## src/rtl/dma_axi_sched_pkg.sv

```systemverilog
// Shared constants and FSM encoding for the descriptor-driven AXI burst scheduler.
package dma_axi_sched_pkg;

  localparam int BOUNDARY_BYTES = 4096;
  localparam int PAGE_OFF_W     = 12;

  typedef enum logic [2:0] {
    ST_IDLE,
    ST_CALC,
    ST_WAIT,
    ST_XFER,
    ST_FIN
  } state_t;

  function automatic int beat_shift(input int data_w);
    return $clog2(data_w / 8);
  endfunction

endpackage

```

## src/rtl/dma_axi_sched_burst_calc.sv

```systemverilog
// Combinational burst sizer: min(remaining, MAX_BURST, beats left before the next 4 KB boundary).
module dma_axi_sched_burst_calc
  import dma_axi_sched_pkg::*;
#(
  parameter int DATA_W    = 32,
  parameter int CNT_W     = 16,
  parameter int MAX_BURST = 256,
  parameter int BEAT_W    = 9
) (
  input  logic [PAGE_OFF_W-1:0] page_off,
  input  logic [CNT_W-1:0]      remaining,
  output logic [BEAT_W-1:0]     beats
);

  localparam int SHIFT = beat_shift(DATA_W);

  logic [PAGE_OFF_W:0] room_bytes;
  logic [31:0]         room_w;
  logic [31:0]         pick;

  always_comb begin
    room_bytes = (PAGE_OFF_W + 1)'(BOUNDARY_BYTES) - {1'b0, page_off};
    room_w     = 32'(room_bytes >> SHIFT);
    pick       = 32'(remaining);
    if (room_w < pick)
      pick = room_w;
    if (32'(MAX_BURST) < pick)
      pick = 32'(MAX_BURST);
    beats = BEAT_W'(pick);
  end

endmodule

```

## src/rtl/dma_axi_sched.sv

```systemverilog
// Splits one DMA command into AXI-legal bursts and moves beats between the streams and dma_axi's native port.
module dma_axi_sched
  import dma_axi_sched_pkg::*;
#(
  parameter int DATA_W    = 32,
  parameter int ADDR_W    = 32,
  parameter int LEN_W     = 8,
  parameter int CNT_W     = 16,
  parameter int MAX_BURST = 256
) (
  input  logic                clk,
  input  logic                rst,
  input  logic                cmd_valid,
  output logic                cmd_ready,
  input  logic [ADDR_W-1:0]   cmd_addr,
  input  logic [CNT_W-1:0]    cmd_words,
  input  logic                cmd_write,
  output logic                busy,
  output logic                done,
  input  logic                s_valid,
  input  logic [DATA_W-1:0]   s_data,
  output logic                s_ready,
  output logic                m_valid,
  output logic [DATA_W-1:0]   m_data,
  input  logic                m_ready,
  output logic                dma_valid,
  output logic [ADDR_W-1:0]   dma_address,
  output logic [DATA_W-1:0]   dma_wdata,
  output logic [DATA_W/8-1:0] dma_wstrb,
  input  logic [DATA_W-1:0]   dma_rdata,
  input  logic                dma_rvalid,
  output logic [LEN_W-1:0]    dma_len,
  input  logic                dma_ready
);

  localparam int BYTES  = DATA_W / 8;
  localparam int BEAT_W = $clog2(MAX_BURST + 1);

  state_t              state;
  logic [ADDR_W-1:0]   addr_r;
  logic [CNT_W-1:0]    rem_r;
  logic                write_r;
  logic [BEAT_W-1:0]   bcnt;
  logic [BEAT_W-1:0]   beats;
  logic                xfer;
  logic                beat;

  dma_axi_sched_burst_calc #(
    .DATA_W    (DATA_W),
    .CNT_W     (CNT_W),
    .MAX_BURST (MAX_BURST),
    .BEAT_W    (BEAT_W)
  ) u_calc (
    .page_off  (addr_r[PAGE_OFF_W-1:0]),
    .remaining (rem_r),
    .beats     (beats)
  );

  assign xfer        = (state == ST_XFER);
  assign beat        = dma_valid & dma_rvalid;
  assign cmd_ready   = (state == ST_IDLE);
  assign dma_address = addr_r;

  // Reads only request a beat when the single output slot is free or emptying this cycle.
  always_comb begin
    dma_valid = 1'b0;
    s_ready   = 1'b0;
    dma_wdata = '0;
    dma_wstrb = '0;
    if (xfer) begin
      if (write_r) begin
        dma_valid = s_valid;
        s_ready   = s_valid & dma_rvalid;
        dma_wdata = s_data;
        dma_wstrb = '1;
      end else begin
        dma_valid = ~m_valid | m_ready;
      end
    end
  end

  always_ff @(posedge clk) begin
    if (rst) begin
      state   <= ST_IDLE;
      addr_r  <= '0;
      rem_r   <= '0;
      write_r <= 1'b0;
      bcnt    <= '0;
      dma_len <= '0;
      m_valid <= 1'b0;
      m_data  <= '0;
      done    <= 1'b0;
      busy    <= 1'b0;
    end else begin
      done <= 1'b0;
      // Output slot reloads on a new beat even when it is being drained in the same cycle.
      if (!write_r && beat) begin
        m_valid <= 1'b1;
        m_data  <= dma_rdata;
      end else if (m_ready) begin
        m_valid <= 1'b0;
      end

      case (state)
        ST_IDLE: begin
          if (cmd_valid) begin
            addr_r  <= cmd_addr;
            rem_r   <= cmd_words;
            write_r <= cmd_write;
            busy    <= 1'b1;
            state   <= (cmd_words == '0) ? ST_FIN : ST_CALC;
          end
        end
        ST_CALC: begin
          dma_len <= LEN_W'(beats - 1'b1);
          bcnt    <= beats;
          state   <= ST_WAIT;
        end
        ST_WAIT: begin
          if (dma_ready)
            state <= ST_XFER;
        end
        ST_XFER: begin
          if (beat) begin
            addr_r <= addr_r + ADDR_W'(BYTES);
            rem_r  <= rem_r - 1'b1;
            bcnt   <= bcnt - 1'b1;
            if (bcnt == BEAT_W'(1))
              state <= (rem_r != CNT_W'(1)) ? ST_CALC : ST_FIN;
          end
        end
        ST_FIN: begin
          if (write_r || !m_valid || m_ready) begin
            done  <= 1'b1;
            busy  <= 1'b0;
            state <= ST_IDLE;
          end
        end
        default: state <= ST_IDLE;
      endcase
    end
  end

endmodule

```

## config.mk

```make
export PLATFORM = sky130hd
export DESIGN_NAME = dma_axi_sched
export DESIGN_NICKNAME = d
export VERILOG_FILES = /design/src/rtl/dma_axi_sched_pkg.sv /design/src/rtl/dma_axi_sched_burst_calc.sv /design/src/rtl/dma_axi_sched.sv
export SDC_FILE = /design/constraint.sdc
export NUM_CORES = 1
export LEC_CHECK = 0
export ABC_AREA = 1
export ABC_CLOCK_PERIOD_IN_PS = 10900
export BUFFER_PORTS_ARGS = -buffer_cell sky130_fd_sc_hd__clkbuf_2
export CELL_PAD_IN_SITES_DETAIL_PLACEMENT = 0
export CELL_PAD_IN_SITES_GLOBAL_PLACEMENT = 1
export CORE_MARGIN = 10
export CORE_UTILIZATION = 37
export DETAILED_ROUTE_END_ITERATION = 8
export PLACE_DENSITY_LB_ADDON = 0.1
export RECOVER_POWER = 25
export SLEW_MARGIN = 15
export SYNTH_ARGS = -nofsm -noshare
export SYNTH_HDL_FRONTEND = slang
export SYNTH_SLANG_ARGS = --single-unit
```

## constraint.sdc

```tcl
create_clock -name clk -period 10.9 [get_ports clk]
set_input_delay 1.09 -clock clk [delete_from_list [all_inputs] [get_ports clk]]
set_output_delay 1.09 -clock clk [all_outputs]
set_load 0.03 [all_outputs]
```

==> impl_metrics.py <==
metrics = {
    "status": {
        "status": "complete, but fails checks",
        "violations": "capacitance limit, slew limit",
    },
    "worst_setup_path": {
        "critPathTopFamily": "buffers and inverters",
        "path_max_fanout": 54,
        "crit_arrival_ps": 4600,
        "critPathRequiredTime_ps": 11150,
        "startpoint_type": "input pin",
        "path_class": "in2reg",
        "critPathBufInv": 5,
        "cpMostUsedCell": "inv_1",
        "crit_slowest_cell": "clkbuf_1",
        "critPathCaptureType": "register",
        "slowest_delay_ps": 2010,
        "cp_cell_sequence": "clkbuf_2 > clkbuf_1 > inv_1 > buf_4 > o21ai_0 > o21bai_1 > inv_1",
    },
    "logic_synthesis": {
        "seq_area_frac_synth": 0.3178,
        "yosysTopAreaCellShare": 0.3178,
        "yosysUniqueCellTypes": 47,
        "synthTopCellsByArea": "dfxtp_1, nand2_1, a21oi_1, o21ai_0, inv_1",
        "syn_area_um2": 6551,
        "async_reset_ff_frac": 0,
        "synth.largest_area_cell": "dfxtp_1",
        "synth_edf_count": 0,
        "synth_seq_cells": 104,
        "synth_flop_cell": "dfxtp_1",
        "yosysWarnings": 0,
        "syn_avg_cell_area_um2": 6.584,
        "synth.net_count": 1132,
        "syn_inst": 995,
    },
    "timing": {
        "fmax_mhz": 230.1,
        "hold_ws_ps": 442.7,
        "finalSetupTns_ps": 0,
        "worstMarginPinSlew_ps": 2852,
        "relSlewSlack": -0.9015,
        "fin_crit_sh": 0.3987,
        "finalClockSkew_ps": 7.280,
        "slew_viol_final": 55,
        "period_needed_ps": 4346,
        "setup_viol": 0,
        "rsz0062_at_grt": "no",
        "hold_viol_final": 0,
    },
    "clock_network": {
        "hold_buffers": 0,
        "cts_sinks": 104,
        "path_clk_slew_ps": 80,
        "cts_buffer_depth": 2,
        "cts_resized": 0,
        "cts_tree": "done",
        "cts_setup_buffers": 0,
        "ctsRootBufferMaster": "clkbuf_16",
        "h-tree-depth": 3,
        "clk-insertion-delay-late_ps": 350,
        "cts_buffers": 9,
    },
    "floorplanning": {
        "coreArea_um2": 17360,
        "die_y_um": 153.1,
        "io_pins": 234,
        "rows": 48,
        "start_util": 0.3775,
        "die_w_um": 153.1,
        "die-area_um2": 23430,
    },
    "power_and_ir_drop": {
        "powerDensity_nw_per_um2": 280.2,
        "p_total_mw": 2.254,
        "vdd_drop_max_mv": 0.1944,
        "leakagePower_nw": 3.536,
    },
    "placement": {
        "gp_congestion": 0.7969,
        "hpwl_um": 16960,
        "io_buffers": 233,
        "dpl_cell_area_um2": 7824,
    },
    "global_route": {
        "gr-total-overflow": 0,
        "grt_pass1_vias": 6873,
        "grt_pass1_wl_um": 35740,
        "track_usage": 0.1825,
        "grt_max_degree": 66,
        "antenna_found_initial": 1,
    },
    "finish": {
        "nets": 1329,
        "multi_input_area_um2": 3772,
        "regArea_um2": 2082,
        "utilization": 0.4634,
        "final_cell_mix": "nand2_1, clkbuf_2, inv_1",
        "drive_gt1_frac": 0.2140,
        "fillers": 1855,
        "syn2layout_area_growth_pct": 22.77,
        "final_common_cell": "nand2_1",
        "final_area_um2": 8043,
    },
    "routing": {
        "dr_wl_met3_um": 1797,
        "ant_nets": 0,
        "drt_pre_antenna_iters": 5,
        "wl_per_cell_um": 15.65,
        "drt_wl_total_um": 22250,
        "remaining_drc_errors": 0,
        "drtIter0Drc": 353,
        "wl_met1_um": 9513,
        "num_vias": 6848,
        "highest_layer": "met4",
        "met2_length_um": 10700,
        "viasPerCell": 4.816,
    },
    "hold_path": {
        "holdCritPathClass": "reg2reg",
    },
    "run": {
        "drv_cap": 1,
    },
}
## state kept, by name, indices dropped and copies added, names as in the netlist
name,flops
busy,1
bcnt,9
m_valid,1
rem_r,16
write_r,1
dma_len,8
dma_address,32
m_data,32
done,1
state,3
## synth_stat cells (14+ instances only)
master	count
nand2_1	191
nor2_1	113
dfxtp_1	104
ha_1	17
o21ai_0	94
a21oi_1	95
clkbuf_1	46
nor3_1	14
xor2_1	28
inv_1	117
nand3_1	42
## logic make-up after synthesis
family	count (synthesis)	share of synthesized area
AOI/OAI and AO/OA	247	0.2099
xor gates and xnor gates	34	0.04546
buffers and inverters	178	0.1079
adders and majority gates	17	0.03247
DFF	104	0.3178
and+or+nand+nor	415	0.2865
## per-layer routing
metal / up-vias / global-route usage
li1: 3632 / -
met1: 3034 / 0.2101
met2: 168 / 0.3128
met3: 14 / 0.06734
met4: 0 / 0.04405
met5: - / 0
## where the power goes
group | internal (mW) | total (mW) | switching, mW
Clock | 0.158 | 0.320 | 0.162
Combinational | 0.430 | 1.35 | 0.923
Sequential | 0.472 | 0.581 | 0.109
Total | 1.06 | 2.25 | 1.19
## final timing paths
check             slack, ps          to      startpoint  depth (start not counted)
hold / removal          440  m_data[30]      m_data[30]                          2
setup / recovery       6550  dma_len[5]             rst                          7
setup reg to reg       6940  dma_len[2]  dma_address[3]                         26
hold reg to reg         440  m_data[30]      m_data[30]                          2
## final cells by class
| cell class | count | share of cell area |
|---|---|---|
| Antenna cell | 1 | 0.0003111 |
| Clock buffer | 9 | 0.02800 |
| Clock inverter | 6 | 0.007156 |
| Inverter | 123 | 0.05741 |
| Multi-Input combinational cell | 713 | 0.4690 |
| Sequential cell | 104 | 0.2589 |
| Tap cell | 225 | 0.03500 |
| Timing Repair Buffer | 241 | 0.1442 |
## worst min-delay path, cell delays in order (launching register included)
cell	delay (ps)
dfxtp_1	310
inv_1	40
a21oi_1	50
## metrics by stage
step,setup WS [ps],instances
after floorplan,7226,995
after global routing,6235,1421
after CTS,6928,1421
final,6554,1422
after detailed placement,6949,1406
after global placement,7083,1406
Note: power is estimated with default switching activity, not from simulation.
